**config.mk**
```make
export PLATFORM = sky130hd
export DESIGN_NAME = sigmoid_arbiter_flat
export DESIGN_NICKNAME = d
export VERILOG_FILES = /design/src/rtl/sigmoid_arbiter_if.sv /design/src/rtl/sigmoid_arbiter.sv /design/src/flat_wrapper.sv
export SDC_FILE = /design/constraint.sdc
export NUM_CORES = 1
export LEC_CHECK = 0
export ABC_AREA = 1
export BUFFER_PORTS_ARGS = -buffer_cell sky130_fd_sc_hd__buf_2
export CORE_MARGIN = 2
export CORE_UTILIZATION = 51
export CTS_CLUSTER_DIAMETER = 150
export DETAILED_ROUTE_END_ITERATION = 8
export PLACE_DENSITY = 0.85
export SLEW_MARGIN = 0
export SYNTH_ARGS = -nofsm -noshare
export SYNTH_HDL_FRONTEND = slang
export SYNTH_SLANG_ARGS = --single-unit
```
**constraint.sdc**
```tcl
create_clock -name clk -period 3.65 [get_ports clk]
set_input_delay 0.73 -clock clk [delete_from_list [all_inputs] [get_ports clk]]
set_output_delay 0.73 -clock clk [all_outputs]
set_load 0.005 [all_outputs]
```
**src/rtl/sigmoid_arbiter_if.sv**
```systemverilog
// Handshake bundle between the requesters, the sigmoid arbiter and the result consumer.
//   req_valid / req_data / req_ready : per-requester operand handshake
//                                      (requester i occupies req_data[i*DATA_WIDTH +: DATA_WIDTH])
//   out_valid / out_data / out_id / out_ready : result handshake, out_id names the source requester
//   acc_count : running count of accepted operands (16-bit, wraps)
// The master modport is the environment side; the slave modport is the arbiter itself.
interface sigmoid_arbiter_if #(
  parameter int DATA_WIDTH = 16,
  parameter int NUM_REQ    = 4,
  parameter int ID_WIDTH   = (NUM_REQ > 1) ? $clog2(NUM_REQ) : 1
);
  logic [NUM_REQ-1:0]            req_valid;
  logic [NUM_REQ*DATA_WIDTH-1:0] req_data;
  logic [NUM_REQ-1:0]            req_ready;
  logic                          out_valid;
  logic [DATA_WIDTH-1:0]         out_data;
  logic [ID_WIDTH-1:0]           out_id;
  logic                          out_ready;
  logic [15:0]                   acc_count;

  modport master (
    output req_valid, req_data, out_ready,
    input  req_ready, out_valid, out_data, out_id, acc_count
  );

  modport slave (
    input  req_valid, req_data, out_ready,
    output req_ready, out_valid, out_data, out_id, acc_count
  );
endinterface

```
**src/rtl/sigmoid_arbiter.sv**
```systemverilog
// Round-robin arbiter feeding a shared two-stage hard-sigmoid pipeline (Q8.8 in, Q8.8 out).
//   clk : rising-edge clock for all state
//   rst : asynchronous active-high reset, discards everything in flight
//   bus : sigmoid_arbiter_if slave modport
//         req_* : NUM_REQ operand ports, one-hot-or-zero grant on req_ready
//         out_* : result port driven straight from the S2 registers
//         acc_count : number of accepted operands
module sigmoid_arbiter #(
  parameter int DATA_WIDTH  = 16,
  parameter int FRACT_WIDTH = 8,
  parameter int NUM_REQ     = 4
) (
  input  logic             clk,
  input  logic             rst,
  sigmoid_arbiter_if.slave bus
);

  localparam int ID_WIDTH = (NUM_REQ > 1) ? $clog2(NUM_REQ) : 1;

  // Knee of the hard sigmoid (2.0 in Q format) and the saturated output (1.0).
  localparam logic signed [DATA_WIDTH+1:0] KNEE = (DATA_WIDTH+2)'(2 << FRACT_WIDTH);
  localparam logic [DATA_WIDTH-1:0]        ONE  = DATA_WIDTH'(1 << FRACT_WIDTH);

  logic                  s1_valid;
  logic [DATA_WIDTH-1:0] s1_data;
  logic [ID_WIDTH-1:0]   s1_id;
  logic                  s2_valid;
  logic [DATA_WIDTH-1:0] s2_data;
  logic [ID_WIDTH-1:0]   s2_id;
  logic [ID_WIDTH-1:0]   rr_ptr;
  logic [15:0]           acc_count;

  logic                  s2_adv;
  logic                  s1_adv;
  logic                  grant_found;
  logic [ID_WIDTH-1:0]   grant_id;
  logic [ID_WIDTH-1:0]   idx;
  logic                  transfer;

  // Sign-extend by two bits so x + 2.0 cannot overflow for any input.
  function automatic logic [DATA_WIDTH-1:0] hard_sigmoid(input logic [DATA_WIDTH-1:0] x);
    logic signed [DATA_WIDTH+1:0] xe;
    logic signed [DATA_WIDTH+1:0] sum;
    logic [DATA_WIDTH-1:0]        result;
    xe  = $signed({{2{x[DATA_WIDTH-1]}}, x});
    sum = xe + KNEE;
    if (xe < -KNEE)
      result = '0;
    else if (xe > KNEE)
      result = ONE;
    else
      result = DATA_WIDTH'(sum >>> 2);
    return result;
  endfunction

  assign s2_adv = !s2_valid || bus.out_ready;
  assign s1_adv = !s1_valid || s2_adv;

  // Pointer arithmetic wraps naturally because NUM_REQ is a power of two.
  always_comb begin
    grant_found = 1'b0;
    grant_id    = '0;
    idx         = '0;
    for (int k = 0; k < NUM_REQ; k++) begin
      idx = rr_ptr + ID_WIDTH'(k);
      if (!grant_found && bus.req_valid[idx]) begin
        grant_found = 1'b1;
        grant_id    = idx;
      end
    end
  end

  // Gated by rst so no grant is advertised while the pipeline is held in reset.
  assign transfer      = grant_found && s1_adv && !rst;
  assign bus.req_ready = transfer ? (NUM_REQ'(1) << grant_id) : '0;

  always_ff @(posedge clk or posedge rst) begin
    if (rst) begin
      s1_valid  <= 1'b0;
      s1_data   <= '0;
      s1_id     <= '0;
      s2_valid  <= 1'b0;
      s2_data   <= '0;
      s2_id     <= '0;
      rr_ptr    <= '0;
      acc_count <= '0;
    end else begin
      if (s1_adv) begin
        s1_valid <= transfer;
        if (transfer) begin
          s1_data   <= bus.req_data[grant_id*DATA_WIDTH +: DATA_WIDTH];
          s1_id     <= grant_id;
          rr_ptr    <= grant_id + ID_WIDTH'(1);
          acc_count <= acc_count + 16'd1;
        end
      end
      if (s2_adv) begin
        s2_valid <= s1_valid;
        s2_data  <= hard_sigmoid(s1_data);
        s2_id    <= s1_id;
      end
    end
  end

  assign bus.out_valid = s2_valid;
  assign bus.out_data  = s2_data;
  assign bus.out_id    = s2_id;
  assign bus.acc_count = acc_count;

endmodule

```
**src/flat_wrapper.sv**
```systemverilog
// flat-port wrapper written by rule: the top's interface ports become plain ports
module sigmoid_arbiter_flat 
#(
  parameter int DATA_WIDTH  = 16,
  parameter int FRACT_WIDTH = 8,
  parameter int NUM_REQ     = 4
)
  (clk, rst, bus_req_valid, bus_req_data, bus_out_ready, bus_req_ready, bus_out_valid, bus_out_data, bus_out_id, bus_acc_count);
  sigmoid_arbiter_if #(.DATA_WIDTH(DATA_WIDTH), .NUM_REQ(NUM_REQ)) bus_i ();
  input  logic clk;
  input  logic rst;
  input wire logic [$bits(bus_i.req_valid)-1:0] bus_req_valid;
  input wire logic [$bits(bus_i.req_data)-1:0] bus_req_data;
  input wire logic [$bits(bus_i.out_ready)-1:0] bus_out_ready;
  output wire logic [$bits(bus_i.req_ready)-1:0] bus_req_ready;
  output wire logic [$bits(bus_i.out_valid)-1:0] bus_out_valid;
  output wire logic [$bits(bus_i.out_data)-1:0] bus_out_data;
  output wire logic [$bits(bus_i.out_id)-1:0] bus_out_id;
  output wire logic [$bits(bus_i.acc_count)-1:0] bus_acc_count;
  assign bus_i.req_valid = bus_req_valid;
  assign bus_i.req_data = bus_req_data;
  assign bus_i.out_ready = bus_out_ready;
  assign bus_req_ready = bus_i.req_ready;
  assign bus_out_valid = bus_i.out_valid;
  assign bus_out_data = bus_i.out_data;
  assign bus_out_id = bus_i.out_id;
  assign bus_acc_count = bus_i.acc_count;
  sigmoid_arbiter #(.DATA_WIDTH(DATA_WIDTH), .FRACT_WIDTH(FRACT_WIDTH), .NUM_REQ(NUM_REQ)) u_core (.clk(clk), .rst(rst), .bus(bus_i));
endmodule
```
======== Word level (Yosys, flattened, before mapping) ========
Cells that the tools add are included.
Widths: inputs -> output; s select.
word-level totals
  memory bits (writable) .................. 0
  bits in latches ......................... 0
  memories ................................ 0
  register bits after elaboration ......... 56
  bits in read-only memories .............. 0
operators by class
  div/mod/pow operators ................... 0
  bitwise logic cells ..................... 0
  multiplexer cells ....................... 19
  shift operators ......................... 2
  equal/unequal tests ..................... 0
  add/subtract/negate cells ............... 6
  magnitude comparators ................... 6
  multipliers ............................. 0
  reductions and logical operators ........ 14
operators by type and width
  kind                    number
  $shiftx 64x7->16        1
  $mux 16                 2
  $add 16x11->17 const B  1
  $add 16x1->16 const B   1
  $gt 16x11->1 const B    1
  $lt 16x10->1 const B    1
  $lt 2x3->1 const B      4
  $bmux 1 s2              4
  $mux 1                  8
  $mux 2                  4
  $logic_not 1->1         6
  $logic_and 1x1->1       5
  $add 2x1->2 const B     2
  $add 2x2->2 const B     2
  $mux 4                  1
  $shl 1x2->4 const A     1
  $logic_or 1x1->1        2
  $reduce_and 2->1        1

======== Longest topological paths before layout ========
  word-level depth ........................ 15
  depth in mapped cells ................... 17
  mapped depth without buffers ............ 15

======== Least setup slack after synthesis ========
No wires, ideal clock.
  path type ............................... input to output
  from .................................... input rst
  to ...................................... output bus_req_ready[3]
  arrival ................................. 2.693 ns
  path buffers ............................ 1
  required time ........................... 2.920 ns
  stages .................................. 4
  setup slack ............................. 0.227 ns
  path through ............................ inv_1 nand3_2 buf_2 nor3_1
between the ends
  longest elaborated chain between the ends .. 3
RTL lines
  element            line                   source
  start, declared    flat_wrapper.sv:11     input logic rst;
  $logic_not 1->1    sigmoid_arbiter.sv:74  assign transfer = grant_found && s1_adv && !rst;
  $logic_and 1x1->1  sigmoid_arbiter.sv:74
  $mux 4             sigmoid_arbiter.sv:75  assign bus.req_ready = transfer ? (NUM_REQ'(1) << grant_id) : '0;
  end, declared      flat_wrapper.sv:15     output wire logic [$bits(bus_i.req_ready)-1:0] bus_req_ready;
Every way passes these cells.

======== Worst setup path after layout ========
  from .................................... register u_core.rr_ptr[0]
  to ...................................... output bus_req_ready[0]
between the ends
  longest elaborated chain between the ends .. 15
  elaborated cells between the ends (all ways) .. 29
  classes of those cells .................. add/sub (3); shift (1); mux (17); reduce/logical (8)
RTL lines
  element                                               line                   source
  start, declared                                       sigmoid_arbiter.sv:30  logic [ID_WIDTH-1:0] rr_ptr;
  start signal, assigned                                sigmoid_arbiter.sv:93  rr_ptr <= grant_id + ID_WIDTH'(1);
  branches (longest 14 deep; another with $add 2x1->2)  n/a
  $mux 4 *                                              sigmoid_arbiter.sv:75
Mark *: on every way between the ends. The select of a mux whose other input is x is not followed.

==> metrics.md <==
| Metric | Value |
|---|---|
| Main area contributors after synthesis | `dfrtp_1 41%, nand2_1 26%, nand4_1 7.0%` |
| Initial DRT Pass Iterations | `5` |
| Routed WL | `8145 um` |
| CP Class | `flop to output port` |
| Num ports | `110` |
| Int Power | `1.681 mW` |
| Worst Setup SP | `u_core.rr_ptr[0]` |
| Reg clk slew, reported paths | `0.09 ns` |
| First-pass GRT wire length | `13,580 um` |
| Post-CTS Setup Inserts | `0` |
| Vias in the first global route | `2,959` |
| Finished Layout Cells | `665` |
| Status | `finished clean` |
| Tmin final | `3.315 ns` |
| Worst R2R Start | `u_core.rr_ptr[0]` |
| FFs w/ async S/R, synth | `1.000` |
| Rows | `29` |
| Hold Crit Class | `flop to flop` |
| DR WL/cell | `12.25 um` |
| Post-CTS resize count | `0` |
| Worst-path fanout max | `34` |
| Sequential power share | `0.284` |
| Via Count | `3,410` |
| Max-slew violations | `0` |
| Tightest Pin Transition | `0.6621 ns` |
| Slowest stage cell, crit path | `dfrtp_1` |
| DR vias/cell | `5.128` |
| Crit. End Element | `output port` |
| Worst setup endpoint | `bus_req_ready[0]` |
| Post-synthesis sequential element count | `55` |
| Total gr overflow | `0` |
| IO buf count | `109` |
| Net Count, Synth | `560` |
| Period Utilization, post-route | `0.9083` |
| Number of flops mapped to enable cells by yosys | `0` |
| Core area | `6386 um2` |
| Routability cong. | `0.8448` |
| Hold Slack | `0.4651 ns` |
| Crit path launch type | `flop` |
| Setup TNS | `0 ns` |
| Initial core utilization | `0.5284` |
| ANT nets after route | `0` |
| Die H | `85.34 um` |
| Max-Cap Viols | `0` |
| Most used cell, CP | `nand2_1` |
| Slew margin rel. | `0.5586` |
| Crit Reg-Reg Endpoint | `u_core.bus.acc_count[14]` |
| CTS Buf Count | `5` |
| Synth top area share | `0.4079` |
| Fin. Hold Viols | `0` |
| Placement Setup Slack | `0.5046 ns` |
| Drt initial violations | `185` |
| Slowest stage delay, CP | `0.52 ns` |
| Area of the multi-input gates | `1688 um2` |
| Total global-route track usage | `0.2291` |
| Cells after Synth | `487` |
| Skew-Pair Late Insertion Delay | `0.31 ns` |
| Post-synth top area cell | `dfrtp_1` |
| Final worst slack | `0.3348 ns` |
| P&R area growth vs syn | `18.76%` |
| Cell Pwr Density | `867.4 nW/um2` |
| Post-Syn Area | `3374 um2` |
| DP Cell Count | `657` |
| TritonCTS clock tree | `yes` |
| Synth cell types | `31` |
| Req. time, crit path | `2.92 ns` |
| Clock root cell | `clkbuf_8` |
| Initial antenna violation count | `0` |
| Nets | `660` |
| Synth Flop Type | `dfrtp_1` |
| R2r setup slk | `1.05 ns` |
| Largest net degree at the start of global routing | `56` |
| H-tree Lvls | `2` |
| DRC violations left | `0` |
| CTS max path bufs | `2` |
| Clock share of power | `0.092` |
| Lkg Pwr | `2.384 nW` |
| Setup violators final | `0` |
| Switch Pwr | `1.795 mW` |
| Mean Syn Cell Area | `6.929 um2` |
| R2R depth | `14` |
| Die width | `85.34 um` |
| VDD IR-drop max | `0.5580 mV` |
| Clock Skew | `0.008990 ns` |
| # diodes | `0` |
| Unrepaired setup endpoints after global routing | `false` |
| Worst-path cell chain | `inv_4 -> nand2_1 -> nand2_1 -> nand2_1 -> nand2_1 -> nor2_4 -> nand3_4 -> nand3_2 -> inv_2 -> nand2_1 -> nor2_1 -> buf_2` |
| CP Data Arrival Time | `2.59 ns` |
| Highest achievable clock rate | `301.6 MHz` |
| Register area share after synthesis | `0.4079` |
| Yosys warns | `0` |
| Full die area | `7283 um2` |
| Clock sinks | `55` |
| Comb power frac | `0.624` |
| Hpwl dp | `6293 um` |
| Layout cells sized above 1 | `0.2330` |
| Switching share of power | `0.5164` |
| # hold bufs at CTS | `0` |
| Fillers | `584` |
| Sequential Area | `1376 um2` |
-- critical path, delay by kind of cell, from the launching register on --
family                 cells  cell delay (ns)
and+or+nand+nor            9             1.13
DFF                        1             0.52
buffers and inverters      3             0.60
-- logic make-up (layout without fill, tap and decap cells) --
family | Yosys count | count (layout) | synth area share
DFF | 55 | 55 | 0.4079
AOI/OAI and AO/OA | 23 | 23 | 0.03820
adders and majority gates | 2 | 2 | 0.007414
buffers and inverters | 66 | 167 | 0.09195
and+or+nand+nor | 327 | 327 | 0.4182
xor gates and xnor gates | 14 | 14 | 0.03634
-- cell usage in the layout, fill, tap and decap left out, types with 2 or more instances in the layout --
master and n:
o21ai_1 2, nand3_1 14, nand3_4 2, xor2_1 8, nor3_1 4, ha_1 2
nor4_1 2, nand2_2 2, inv_2 4, clkbuf_8 5, nor2_1 22, dfrtp_1 55
inv_1 37, nand4_1 38, nand3_2 2, buf_4 7, xnor2_1 6, buf_2 109
o21ai_0 16, nand2_1 238
-- stage by stage --
stage | total power, mW | util | instance area [um2]
2_1_floorplan | 2.725 | - | 3374
3_3_place_gp | 3.087 | 0.6142 | 3923
3_5_place_dp | 3.141 | 0.6142 | 3923
4_1_cts | 3.477 | 0.6275 | 4008
5_1_grt | 3.862 | 0.6275 | 4008
6_report | 3.476 | 0.6275 | 4008
-- final cells by class --
cell class / count / share of cell area
timing repair buffer: 116 / 0.1492
inverter: 43 / 0.04090
clock buffer: 6 / 0.01811
clock inverter: 2 / 0.003122
sequential: 55 / 0.3434
tap: 77 / 0.02404
multi-input combinational: 366 / 0.4212
-- how the worst min path moves through the flow --
stage,cells after the start,start,to,slack [ns]
CTS,2,u_core.s1_valid,u_core.bus.out_valid,0.47
finish,2,u_core.s1_valid,u_core.bus.out_valid,0.47
detailed placement,2,u_core.s1_valid,u_core.bus.out_valid,0.45
global placement,2,u_core.s1_valid,u_core.bus.out_valid,0.44
floorplan,2,u_core.s1_valid,u_core.bus.out_valid,0.42
global route,2,u_core.s1_valid,u_core.bus.out_valid,0.51
-- state kept, by name, indices dropped and copies added, names as in the netlist --
name	cells
u_core.s1_valid	1
u_core.bus.acc_count	16
u_core.s1_data	16
u_core.bus.out_id	2
u_core.rr_ptr	2
u_core.bus.out_data	15
u_core.bus.out_valid	1
u_core.s1_id	2
-- cell usage after synthesis (all sizes together), types with 2 or more instances --
cell type,n
nor3,5
nor4,2
nor2,24
ha,2
buf,22
xnor2,6
xor2,8
o21ai,18
inv,42
nand2,240
nand3,18
dfrtp,55
nand4,38
-- power by group through the flow --
stage	Combinational, mW	Sequential [mW]	Clock [mW]
finish	2.17	0.987	0.320
floorplan	1.77	0.951	0
CTS	2.16	0.982	0.335
global route	2.49	1.01	0.361
detailed placement	2.15	0.992	0
global placement	2.10	0.983	0
-- per-layer routing --
layer | part of all wire | global-route usage
met1 | 0.45 | 0.3223
met2 | 0.45 | 0.3643
met3 | 0.085 | 0.04572
met4 | 0.017 | 0.05772
met5 | 0 | 0
Note: power is estimated with default switching activity, not from simulation.
